==> src/rtl/alu_op_sequencer_pkg.sv <==
// Shared definitions for the ALU operation sequencer: opcodes, FSM states,
// result-entry layout and the result normaliser.
package alu_op_sequencer_pkg;

    localparam int unsigned DATA_W = 4;
    localparam int unsigned OP_W   = 4;

    localparam logic [OP_W-1:0] OP_OR_RED  = 4'b0000;
    localparam logic [OP_W-1:0] OP_AND_RED = 4'b0001;
    localparam logic [OP_W-1:0] OP_XOR_RED = 4'b0010;
    localparam logic [OP_W-1:0] OP_AND     = 4'b0011;
    localparam logic [OP_W-1:0] OP_OR      = 4'b0100;
    localparam logic [OP_W-1:0] OP_XOR     = 4'b0101;
    localparam logic [OP_W-1:0] OP_EQ      = 4'b0110;
    localparam logic [OP_W-1:0] OP_LT      = 4'b0111;
    localparam logic [OP_W-1:0] OP_GT      = 4'b1000;
    localparam logic [OP_W-1:0] OP_ZERO    = 4'b1001;
    localparam logic [OP_W-1:0] OP_ADD     = 4'b1010;
    localparam logic [OP_W-1:0] OP_SUB     = 4'b1011;
    localparam logic [OP_W-1:0] OP_MUL     = 4'b1100;
    localparam logic [OP_W-1:0] OP_SHL     = 4'b1101;
    localparam logic [OP_W-1:0] OP_ROT     = 4'b1110;
    localparam logic [OP_W-1:0] OP_NOT     = 4'b1111;

    typedef enum logic {
        IDLE = 1'b0,
        EXEC = 1'b1
    } state_e;

    typedef struct packed {
        logic [OP_W-1:0]   op;
        logic [DATA_W-1:0] y;
        logic [DATA_W-1:0] x;
    } res_entry_t;

    localparam int unsigned ENTRY_W = $bits(res_entry_t);

    // Clear result bits the ALU leaves undriven for the given opcode.
    function automatic res_entry_t normalise(input logic [OP_W-1:0]   op,
                                             input logic [DATA_W-1:0] x,
                                             input logic [DATA_W-1:0] y);
        res_entry_t e;
        e.op = op;
        e.x  = x;
        e.y  = '0;
        case (op)
            OP_OR_RED, OP_AND_RED, OP_XOR_RED, OP_EQ, OP_LT, OP_GT, OP_ZERO:
                e.x = {{(DATA_W-1){1'b0}}, x[0]};
            OP_ADD:
                e.y = {{(DATA_W-1){1'b0}}, y[0]};
            OP_MUL, OP_SHL, OP_ROT:
                e.y = y;
            default: ;  // OP_AND/OR/XOR/SUB/NOT: full x, no y
        endcase
        return e;
    endfunction

endpackage

==> src/rtl/alu_result_fifo.sv <==
// Result FIFO with a registered head stage (first-word-fall-through).
// A pushed entry lands in storage and is promoted to the head on a later edge;
// a pop promotes the next stored entry on the same edge, so pops have no bubble.
// Ports: clk/rst (sync, active-high); push_i/data_i write side;
//        pop_i/valid_o/data_o head side; count_o total entries held.
module alu_result_fifo #(
    parameter int unsigned DEPTH = 4,
    parameter int unsigned DW    = 12
) (
    input  logic                       clk,
    input  logic                       rst,
    input  logic                       push_i,
    input  logic [DW-1:0]              data_i,
    input  logic                       pop_i,
    output logic                       valid_o,
    output logic [DW-1:0]              data_o,
    output logic [$clog2(DEPTH+1)-1:0] count_o
);

    localparam int unsigned AW = $clog2(DEPTH);
    localparam int unsigned CW = $clog2(DEPTH+1);

    logic [DW-1:0] mem_q [DEPTH];
    logic [AW-1:0] wr_ptr_q, rd_ptr_q;
    logic [CW-1:0] mem_cnt_q, cnt_q;
    logic          head_vld_q;
    logic [DW-1:0] head_q;
    logic          pop, load;

    // Head is refilled from storage whenever it is empty or being popped.
    always_comb begin
        pop  = head_vld_q & pop_i;
        load = (~head_vld_q | pop) & (mem_cnt_q != '0);
    end

    // Storage array, no reset needed: only written entries are ever read.
    always_ff @(posedge clk) begin
        if (!rst && push_i) begin
            mem_q[wr_ptr_q] <= data_i;
        end
    end

    always_ff @(posedge clk) begin
        if (rst) begin
            wr_ptr_q   <= '0;
            rd_ptr_q   <= '0;
            mem_cnt_q  <= '0;
            cnt_q      <= '0;
            head_vld_q <= 1'b0;
            head_q     <= '0;
        end else begin
            if (push_i) begin
                wr_ptr_q <= wr_ptr_q + AW'(1);
            end
            if (load) begin
                rd_ptr_q   <= rd_ptr_q + AW'(1);
                head_q     <= mem_q[rd_ptr_q];
                head_vld_q <= 1'b1;
            end else if (pop) begin
                head_q     <= '0;
                head_vld_q <= 1'b0;
            end
            mem_cnt_q <= mem_cnt_q + CW'(push_i) - CW'(load);
            cnt_q     <= cnt_q + CW'(push_i) - CW'(pop);
        end
    end

    assign valid_o = head_vld_q;
    assign data_o  = head_q;
    assign count_o = cnt_q;

endmodule

==> src/rtl/alu_op_sequencer.sv <==
// Issues one request at a time to an external combinational ALU and queues
// the normalised results.
// Ports: clk/rst (sync, active-high); req_* request handshake and operands;
//        alu_a/alu_b/alu_op registered ALU inputs; alu_x/alu_y ALU results;
//        res_* result handshake with normalised x/y and opcode tag.
module alu_op_sequencer
    import alu_op_sequencer_pkg::*;
#(
    parameter int unsigned FIFO_DEPTH = 4,
    parameter int unsigned W          = DATA_W
) (
    input  logic         clk,
    input  logic         rst,
    input  logic         req_valid,
    output logic         req_ready,
    input  logic [W-1:0] req_a,
    input  logic [W-1:0] req_b,
    input  logic [3:0]   req_op,
    output logic [W-1:0] alu_a,
    output logic [W-1:0] alu_b,
    output logic [3:0]   alu_op,
    input  logic [W-1:0] alu_x,
    input  logic [W-1:0] alu_y,
    output logic         res_valid,
    input  logic         res_ready,
    output logic [W-1:0] res_x,
    output logic [W-1:0] res_y,
    output logic [3:0]   res_op
);

    localparam int unsigned CNT_W = $clog2(FIFO_DEPTH+1);

    state_e       state_q, state_d;
    logic [W-1:0] alu_a_q, alu_b_q;
    logic [3:0]   alu_op_q;
    logic         accept, push;
    res_entry_t   push_entry, head_entry;
    logic [CNT_W-1:0] fifo_count;

    // Ready is masked during reset so nothing is accepted on the reset edge.
    assign req_ready = ~rst & (state_q == IDLE) & (fifo_count < CNT_W'(FIFO_DEPTH));

    // Next-state and handshake decode.
    always_comb begin
        state_d = state_q;
        accept  = 1'b0;
        push    = 1'b0;
        case (state_q)
            IDLE: begin
                if (req_valid && req_ready) begin
                    accept  = 1'b1;
                    state_d = EXEC;
                end
            end
            EXEC: begin
                push    = 1'b1;
                state_d = IDLE;
            end
            default: state_d = IDLE;
        endcase
    end

    // State and issued-operand registers; operands hold until the next accept.
    always_ff @(posedge clk) begin
        if (rst) begin
            state_q  <= IDLE;
            alu_a_q  <= '0;
            alu_b_q  <= '0;
            alu_op_q <= '0;
        end else begin
            state_q <= state_d;
            if (accept) begin
                alu_a_q  <= req_a;
                alu_b_q  <= req_b;
                alu_op_q <= req_op;
            end
        end
    end

    assign push_entry = normalise(alu_op_q, alu_x, alu_y);

    alu_result_fifo #(
        .DEPTH (FIFO_DEPTH),
        .DW    (ENTRY_W)
    ) u_fifo (
        .clk     (clk),
        .rst     (rst),
        .push_i  (push),
        .data_i  (push_entry),
        .pop_i   (res_ready),
        .valid_o (res_valid),
        .data_o  (head_entry),
        .count_o (fifo_count)
    );

    assign alu_a  = alu_a_q;
    assign alu_b  = alu_b_q;
    assign alu_op = alu_op_q;
    assign res_x  = head_entry.x;
    assign res_y  = head_entry.y;
    assign res_op = head_entry.op;

endmodule

==> config.mk <==
export PLATFORM = sky130hd
export DESIGN_NAME = alu_op_sequencer
export DESIGN_NICKNAME = d
export VERILOG_FILES = /design/src/rtl/alu_op_sequencer_pkg.sv /design/src/rtl/alu_result_fifo.sv /design/src/rtl/alu_op_sequencer.sv
export SDC_FILE = /design/constraint.sdc
export NUM_CORES = 1
export LEC_CHECK = 0
export CAP_MARGIN = 15
export CORE_MARGIN = 2
export CORE_UTILIZATION = 28
export DETAILED_ROUTE_END_ITERATION = 6
export GPL_TIMING_DRIVEN = 0
export PLACE_DENSITY = 0.48
export SYNTH_ARGS = -nofsm -noshare
export SYNTH_HDL_FRONTEND = slang
export SYNTH_HIERARCHICAL = 1
export SYNTH_SLANG_ARGS = --single-unit
==> constraint.sdc <==
create_clock -name clk -period 1.95 [get_ports clk]
set_input_delay 0.4875 -clock clk [delete_from_list [all_inputs] [get_ports clk]]
set_output_delay 0.4875 -clock clk [all_outputs]
set_load 0.01 [all_outputs]
Yosys cells after proc, flatten, opt, wreduce, memory -nomap -nowiden
Memory sizes are Yosys's and may differ from the RTL's. A register that Yosys moved wholly into a read port is not among the register bits.
Index checks and enable logic that the tools add are counted.
Word-level totals
  memories kept: 1
  output and inout port bits: 26
  input port bits: 24
  RAM bits: 48
  word-level logic and storage cells: 58
  register bits after elaboration: 36
Operators by class
  $lt $le $gt $ge: 1
  reductions and logical operators: 8
  bitwise operators: 8
  multiplexer cells: 14
  equal/unequal tests: 10
  $add $sub $neg: 6
Memory list
  u_fifo.mem_q: words 4, bits a word 12, read ports 1, clocked after Yosys merged registers in 1, wr ports 1, RTL line alu_result_fifo.sv:23  | logic [DW-1:0] mem_q [DEPTH];
Operators with widths (number)
  4-bit == test (second input constant): 6
  12-bit 2-to-1 mux: 2
  4-bit by 3-bit == test with 1-bit output (second input constant): 2
  4-bit case mux with 2 select lines: 1
  1-bit 2-to-1 mux: 7
  7-bit OR reduction: 1
  3-bit by 1-bit adder with 3-bit output: 2
  3-bit by 1-bit subtractor with 3-bit output: 2
  2-bit by 1-bit adder with 2-bit output (second input constant): 2
  1-bit AND: 4
  4-bit by 1-bit == test with 1-bit output (second input constant): 1
  4-bit by 2-bit == test with 1-bit output (second input constant): 1
  4-bit logical NOT: 1
  2-bit 2-to-1 mux: 2
  4-bit 2-to-1 mux: 1
  3-bit less-than comparator (second input constant): 1
  1-bit NOT: 3
  3-bit nonzero test: 1
  3-bit OR reduction: 1
  1-bit logical AND: 2
  1-bit case mux with 2 select lines: 1
  2-bit nonzero test: 1
  1-bit logical NOT: 1
  1-bit bitwise OR: 1

Depth between registers and ports, before layout
Gate-level depths: netlist of the first run.
  depth after elaboration: 6
  mapped depth: 9
  depth with buffers taken out: 9

Cells and area by module
The synthesis of the first run kept the hierarchy.
By module, submodules not included
  alu_result_fifo: cells each 158, area an instance 2763.9 µm², instances 1, sequential area each 1941.9 µm²
  alu_op_sequencer: cells each 72, area an instance 696.9 µm², instances 1, sequential area each 260.2 µm²

Worst setup path after synthesis of the first run
OpenSTA, ideal clock, no wires.
  kind: input -> register
  from: input res_ready
  to: register u_fifo.mem_cnt_q[2]
  data required time: 1822 ps
  buffers on the path: 0
  cell stages on the path: 9
  arrival: 1973 ps
  setup slack: -151 ps
  library setup time: 128 ps
  cell sequence: nor2b_1 nor2_1 ha_1 inv_1 ha_1 fa_1 xnor2_1 xnor2_1 nor2_1
Between the ends
  longest elaborated chain between the ends: 4
RTL lines
  start, declared: RTL line alu_op_sequencer.sv:25  | input logic res_ready,
  1-bit AND: RTL line alu_result_fifo.sv:32  | pop = head_vld_q & pop_i;
  1-bit bitwise OR: RTL line alu_result_fifo.sv:33  | load = (~head_vld_q | pop) & (mem_cnt_q != '0);
  1-bit AND: RTL line alu_result_fifo.sv:33
  named net u_fifo.load: RTL line alu_result_fifo.sv:28  | logic pop, load;
  3-bit by 1-bit subtractor with 3-bit output: RTL line alu_result_fifo.sv:63  | mem_cnt_q <= mem_cnt_q + CW'(push_i) - CW'(load);
  end signal, assigned: RTL line alu_result_fifo.sv:63
  end, declared: RTL line alu_result_fifo.sv:25  | logic [CW-1:0] mem_cnt_q, cnt_q;
The timed path passes the listed nets, and every way through them passes these cells.
A chain may end at the register's enable or synchronous reset.

Worst setup path in the final report of the first run
  from: register u_fifo.mem_cnt_q[0]
  to: register u_fifo.mem_cnt_q[2]
Between the ends
  longest elaborated chain between the ends: 3
RTL lines (RTL line)
  3-bit nonzero test: alu_result_fifo.sv:33
  1-bit AND: alu_result_fifo.sv:33
  named net u_fifo.load: alu_result_fifo.sv:28
  3-bit by 1-bit subtractor with 3-bit output: alu_result_fifo.sv:63
The timed path passes the listed nets, and every way through them passes these cells.

==> results.txt, run 1 <==
The flow ran to the end, and the final reports show no timing, DRC or antenna violations. Die extent in x: 115.2 um. The total global-route track usage is 11.05%, and the post-synth net total is 264. The number of fill cells in the layout was 1180; the data required time of the worst path was 2.15 ns. The root buffer cell is sky130_fd_sc_hd__clkbuf_16.

The count of routing violations after the opening detailed-route iteration was 91. For the starting density of the core, the log shows 28.69%. At the end of routability-driven placement, the weighted congestion stood at 0.6747.

Cells with a size suffix above 1 make up 17.79% of the layout. For the final antenna diode count, the log shows 0. The H-tree was split into 3 levels. During placement, the flow inserted port buffers numbering 49.

The count of maximum capacitance violations came out at 0. The final standard cell utilization of the core is 37.18%, and the total number of vias is 1972. The area of the mapped netlist is 3461 um^2. The leakage power figure came out at 1.612 nW.

The die covers 13270 um^2. DRC violations left: 0. The post-route fraction of the period consumed by the critical path works out to 97.18%. For the worst endpoint data arrival time, the log shows 2.10 ns.

At the pin with the least slew margin, the transition time is 0.6988 ns. Setup violations remaining at the end of the flow were counted as 0. Timing would allow up to 527.7 MHz. The logs give 9 for the clock buffer count from CTS and 0 for the hold violation count in the final report. During synthesis, Yosys emitted a total of 6 warnings. Estimated wirelength of the detail-placed design: 4.412 mm. The vertical die dimension works out to 115.2 um.

After clock tree synthesis, the clock-pin slew on the worst setup and hold paths is 0.06 ns. Hold timing on the final database bottoms out at a slack of 0.4730 ns. Power spread over the standard cell area amounts to 1185 nW/um^2.

In the final routed layout, each cell accounts on average for 14.47 um. STA classifies the critical path startpoint as a register. The detail-routed via count per cell is 4.232.

The overflow left after global routing is 0. The first detailed-routing pass ran for 4 iterations. At the later pin of the worst-skew pair, clock insertion delay measures 0.33 ns.

The normalized max-slew margin was 53.42%. The run gives 0 as the initial antenna violation count. In the post-synthesis netlist, the biggest area contributors are sky130_fd_sc_hd__edfxtp_1 42%, sky130_fd_sc_hd__dfxtp_1 22%, sky130_fd_sc_hd__mux4_2 7.8%. The first global-routing pass estimated 10.80 mm of wire. Once detail routing completed, the nets flagged for antenna violations numbered 0. The worst path in the final design needs a cycle of 1.895 ns, including I/O delays and setup. Overall power consumption after layout is estimated at 5.316 mW. Adding up every negative setup slack in the final design gives 0 ns. In this run the standard cell core region covers 12060 um^2. The logs give 327 for the number of nets in the final layout and 0.006735 ns for the setup clock skew after layout. The run gives 0 as the max-slew violation count. The sequential element share of the synthesized area is 63.63%. The tools report the maximum clock path buffer count as 2. Clock tree synthesis found a total of 86 sinks. Number of hold buffers added after CTS: 0. The worst hold path belongs to the class register to register.

The maximum fanout encountered on the critical timing path is 3. The distinct cell type count after synthesis is 32. Of all cell types, the one taking the most synthesized area is sky130_fd_sc_hd__edfxtp_1. The average instance area after synthesis is 15.05 um^2.

Relative to the synthesized area, the layout overhead comes to 29.57%. The sequential standard cell area was 2220 um^2; the worst ir drop on vdd was 0.5130 mV. Summing all multi-input logic gate instances after layout gives 1179 um^2.

TritonCTS built the clock tree. The synthesized instance count was 230; the overall routed net length was 6.741 mm. The number of global-route vias before repair came out at 2031. Critical path capture point type: a register. The synthesized flop and latch total is 86, and the site row count is 40. Setup repair after global routing could not meet its margin everywhere. In this run the biggest area consumer among cell types represents 41.65% of the synthesized area.

Entering global routing, the biggest net connects 15 pins. The critical path is of the register to register type. The tools report the number of primary I/O pins as 50.
## power breakdown
part / total (mW) / switching, mW / internal [mW]
combinational: 1.49 / 0.634 / 0.851
clock: 1.49 / 0.636 / 0.849
sequential: 2.35 / 0.187 / 2.16
total: 5.32 / 1.46 / 3.86
## final timing paths
kind                                     startpoint                  end  slack [ns]  cells after the start
worst max-delay path            u_fifo/mem_cnt_q[0]  u_fifo/mem_cnt_q[2]        0.06                      9
worst min-delay path               u_fifo/data_o[9]     u_fifo/data_o[9]        0.47                      1
worst max register to register  u_fifo/mem_cnt_q[0]  u_fifo/mem_cnt_q[2]        0.06                      9
worst min register to register     u_fifo/data_o[9]     u_fifo/data_o[9]        0.47                      1
## critical path, cell delays in order (launching register included)
cell,delay (ns)
sky130_fd_sc_hd__dfxtp_2,0.34
sky130_fd_sc_hd__nor3_4,0.18
sky130_fd_sc_hd__nor2_1,0.07
sky130_fd_sc_hd__ha_1,0.26
sky130_fd_sc_hd__inv_1,0.04
sky130_fd_sc_hd__ha_1,0.18
sky130_fd_sc_hd__fa_2,0.36
sky130_fd_sc_hd__xnor2_2,0.14
sky130_fd_sc_hd__xnor2_1,0.15
sky130_fd_sc_hd__nor2_1,0.05
## sequential cells by signal (all words and copies together), names as in the netlist, named ones only
signal and count:
u_fifo/mem_q 48, u_fifo/data_o 12, alu_a 4, alu_b 4, alu_op 4, u_fifo/count_o 3
u_fifo/mem_cnt_q 3, u_fifo/rd_ptr_q 2, u_fifo/wr_ptr_q 2, state_q 1, u_fifo/valid_o 1
## repair_timing
item / 4_1_cts / 5_1_grt
gates resized for setup: 18 / 6
endpoints found under the setup margin: 67 / 4
setup buffers: 2 / 1
pin swaps: 2 / 4
## cell usage after synthesis
library cell,n
sky130_fd_sc_hd__edfxtp_1,48
sky130_fd_sc_hd__dfxtp_1,38
sky130_fd_sc_hd__nand2b_1,25
sky130_fd_sc_hd__mux2i_1,13
sky130_fd_sc_hd__a22o_1,12
sky130_fd_sc_hd__mux4_2,12
sky130_fd_sc_hd__inv_1,11
sky130_fd_sc_hd__ha_1,8
sky130_fd_sc_hd__a21oi_1,7
sky130_fd_sc_hd__nor2b_1,7
sky130_fd_sc_hd__and2_1,6
sky130_fd_sc_hd__clkbuf_1,5
sky130_fd_sc_hd__nor2_1,5
sky130_fd_sc_hd__xnor2_1,5
sky130_fd_sc_hd__buf_4,4
sky130_fd_sc_hd__o21ai_0,4
sky130_fd_sc_hd__and4_1,3
sky130_fd_sc_hd__fa_1,2
sky130_fd_sc_hd__nor3_1,2
sky130_fd_sc_hd__a21oi_4,1
sky130_fd_sc_hd__buf_2,1
sky130_fd_sc_hd__buf_6,1
sky130_fd_sc_hd__buf_8,1
sky130_fd_sc_hd__nand2_1,1
sky130_fd_sc_hd__nor3_2,1
sky130_fd_sc_hd__nor3b_4,1
sky130_fd_sc_hd__o2111a_1,1
sky130_fd_sc_hd__o31ai_1,1
sky130_fd_sc_hd__or2b_1,1
sky130_fd_sc_hd__or3_1,1
sky130_fd_sc_hd__or4_1,1
sky130_fd_sc_hd__or4_4,1
## per-layer routing
layer	global-route usage, %	wire length, um	vias to the layer above	part of all wire (%)
li1	-	-	965	-
met1	14.71	3261	952	48
met2	17.10	3067	50	45
met3	4.428	357	5	5.3
met4	2.410	55	0	0.82
met5	0	0	-	0
## cells in the final DEF, fill, tap and decap left out, types with 2 or more instances in the layout
master                             n
sky130_fd_sc_hd__and4_1            3
sky130_fd_sc_hd__a22o_1           12
sky130_fd_sc_hd__nor2b_1           6
sky130_fd_sc_hd__buf_2             2
sky130_fd_sc_hd__xnor2_2           2
sky130_fd_sc_hd__o21ai_0           4
sky130_fd_sc_hd__fa_2              2
sky130_fd_sc_hd__xnor2_1           3
sky130_fd_sc_hd__a21oi_1           7
sky130_fd_sc_hd__clkbuf_1          8
sky130_fd_sc_hd__and2_1            5
sky130_fd_sc_hd__mux2i_1          13
sky130_fd_sc_hd__clkbuf_16         9
sky130_fd_sc_hd__edfxtp_1         48
sky130_fd_sc_hd__mux4_2           12
sky130_fd_sc_hd__ha_1              8
sky130_fd_sc_hd__nor2_1            5
sky130_fd_sc_hd__nand2b_1         25
sky130_fd_sc_hd__inv_1            11
sky130_fd_sc_hd__clkinv_1          3
sky130_fd_sc_hd__dfxtp_1          30
sky130_fd_sc_hd__dfxtp_4           3
sky130_fd_sc_hd__buf_4             7
sky130_fd_sc_hd__dfxtp_2           5
sky130_fd_sc_hd__clkdlybuf4s50_1  46
## area by class of cell
type / instances / share of cell area (%)
timing repair buffer: 52 / 11.19
clock inverter: 4 / 0.3627
inverter: 11 / 0.9208
clock buffer: 12 / 5.273
buffer: 12 / 1.786
sequential: 86 / 49.50
tap: 168 / 4.688
multi-input combinational: 121 / 26.28
## stage by stage
step / area (um^2) / cells / setup WS, ns
finish: 4484 / 466 / 0.05508
global route: 4484 / 466 / -0.1191
CTS: 4467 / 465 / 0.001079
detailed placement: 4185 / 447 / -0.6787
global placement: 4185 / 447 / -0.6723
floorplan: 3485 / 230 / 0.003236
## cells by family (layout without fill, tap and decap cells)
kind of cell,Yosys count,in the layout,synth area share (%)
AOI/OAI and AO/OA,26,26,5.640
xor gates and xnor gates,5,5,1.265
adders and majority gates,10,10,4.049
buffers and inverters,23,91,3.507
DFF,86,86,63.63
muxes,25,25,11.57
and+or+nand+nor,55,55,10.34
No activity file was read; power rests on OpenSTA's default activity.
==> run 2, diff against run 1 <==
PLACE_DENSITY = 0.47   (was 0.48)
clock period = 2.1 ns   (was 1.95 ns; I/O delays follow)
==> results.txt, run 2 (synthesis gave the netlist of run 1 again) <==
The flow ran to the end, and the final reports show no timing, DRC or antenna violations. The leakage power figure was 1.635 nW; the final antenna diode count was 0. Clock latency on the worst-skew pair: 0.33 ns.

Clock-pin slew was measured on the worst setup and hold paths at 0.06 ns. Along the worst path, the maximum fanout reaches 8. The count of maximum capacitance violations was 0; the maximum clock path buffer count was 2.

The die is 115.2 um tall. Number of cells on the worst hold path: 1. The worst endpoint data arrival time was 1.50 ns.

Traced cell by cell, the critical path runs through buf_4 > clkdlybuf4s50_1. The path class of the tightest hold or removal check is register to register. In the post-route analysis, the smallest setup slack over all paths is 0.07727 ns. The max-slew violation count is 0. The initial antenna violation count came out at 0.

The region available for standard cell placement spans 12060 um^2. STA classifies the critical path endpoint as an output port. Setup violations remaining at the end of the flow were counted as 0. The first-pass GRT wire length was 10.98 mm. The beginning of the worst register-to-register path is u_fifo/mem_cnt_q[0]. For the weighted congestion at the end of routability-driven global placement, the log shows 0.6718. The final instance area came out at 4523 um^2. The tools report the starting density of the core as 28.69%. Tracing the worst setup path back leads to its startpoint at alu_op[0].

For the count of nets left with antenna violations after detail routing, the log shows 0. The run gives 1.57 ns as the data required time of the worst path. Buffers inserted to repair hold after CTS numbered 0. The first-pass iteration count of the detailed router was 4; the count of routing violations after the opening detailed-route iteration was 63. The quantity of I/O buffers inserted on ports was 49.

The number of clock sinks came out at 86. The per-cell routed wire length is 14.38 um. After detailed routing, the number of remaining DRC violations is 0. After the flow finishes, the layout carries non-filler instances totaling 465. Detailed placement ended at an HPWL of 4.457 mm. The register with the most flip-flops in the final layout is u_fifo/mem_q.

The delay of the slowest cell on the worst path works out to 0.52 ns. The area growth from synthesis to final layout came out at 30.69%. The root buffer cell was sky130_fd_sc_hd__clkbuf_16.

The tools report the normalized max-slew margin as 54.67%. The sum of negative setup slack is 0 ns, and the slew at the pin closest to its max-slew limit is 0.6799 ns. Die extent in x: 115.2 um. The worst path uses 96.32% of the clock period. In the layout the commonest cells are 48 x sky130_fd_sc_hd__edfxtp_1, 46 x sky130_fd_sc_hd__clkdlybuf4s50_1, 32 x sky130_fd_sc_hd__dfxtp_1. CTS built an H-tree with a depth of 3. Dividing total power by cell area gives a power density of 1145 nW/um^2. The number of flip-flops in the largest register is 48.

After detailed placement, the design holds a cell count of 447. Measured in cells, the most critical reg-to-reg path has a length of 9. In the final design database the tool counted 326 nets. The detail-routed via count per cell came out at 4.245. For this design, the slowest cell found on the critical path is sky130_fd_sc_hd__clkdlybuf4s50_1. Leaving out fill and tap cells, the most frequent cell in the layout is sky130_fd_sc_hd__edfxtp_1. The critical path is of the register to output port type. Final hold analysis gives a worst-case slack of 0.4735 ns.

The site row count is 40, and the hold violation count in the final report is 0. Peak clock frequency supported by timing: 494.4 MHz. For this block, the via count after detailed routing is 1974.

The time the worst path needs with I/O delays and setup works out to 2.023 ns. VDD sags by at most 0.4343 mV. The placed instances occupy a cell area of 4164 um^2.

The worst setup slack before clock tree synthesis is -0.5904 ns, and the overall routed net length is 6.686 mm. The die covers 13270 um^2. The setup clock skew after layout was 0.004373 ns. TritonCTS built the clock tree.

The clock buffer count from CTS was 9; the layout cell share with drive strength beyond 1 was 17.17%. The number of fill cells in the layout is 1182. The number of global-route vias before repair was 2078; the total global-route track usage was 11.25%.

For the pin count of the biggest net entering global routing, the log shows 15. Setup repair after global routing could not meet its margin everywhere. The overflow left after global routing came out at 0. The tools report the launch point of the worst hold path as u_fifo/data_o[5]. The number of primary I/O pins was 50.

The worst setup path is launched from a register.
[run 2: cell type report]
cell class / count / area (um^2) / area share (%)
flip-flops and latches: 86 / 2210 / 48.85
multi-input cells: 121 / 1166 / 25.78
repair buffers: 51 / 501.7 / 11.09
clock buffers: 9 / 225.2 / 4.979
well taps: 168 / 210.2 / 4.647
clock inverters: 7 / 88.84 / 1.964
plain buffers: 12 / 80.08 / 1.770
inverters: 11 / 41.29 / 0.9129
[run 2: power breakdown]
group | internal (mW) | total (mW) | switching, mW
logic | 0.772 | 1.34 | 0.570
clock network | 1.03 | 1.66 | 0.624
registers | 2.00 | 2.18 | 0.181
[run 2: timing repair]
action | CTS | global route
resized for setup | 12 | 6
pin swaps | 1 | 0
endpoints found under the setup margin | 65 | 2
setup buffers | 2 | 0
endpoints found under the hold margin | 0 | 0
[run 2: final timing paths]
path	endpoint	slack, ns
worst max register to register	u_fifo/mem_cnt_q[2]	0.18
worst max-delay path	alu_op[0]	0.08
worst min register to register	u_fifo/data_o[5]	0.47
worst min-delay path	u_fifo/data_o[5]	0.47
[run 2: critical path: cells and delay by family, from the launching register on]
| family | cells | cell delay (ns) |
|---|---|---|
| buf+inv | 2 | 0.68 |
| flops | 1 | 0.49 |
[run 2: through the flow]
stage	utilization [%]	total power [mW]
2_1_floorplan	-	3.029
3_3_place_gp	34.52	3.502
3_5_place_dp	34.52	3.518
4_1_cts	37.37	5.247
5_1_grt	37.50	5.500
6_report	37.50	5.181
[run 2: metal layers]
layer | vias up | wire length, um | GRT usage [%]
li1 | 966 | - | -
met1 | 951 | 3226 | 14.56
met2 | 45 | 3030 | 17.57
met3 | 12 | 312 | 3.374
met4 | 0 | 117 | 4.819
met5 | - | 0 | 0
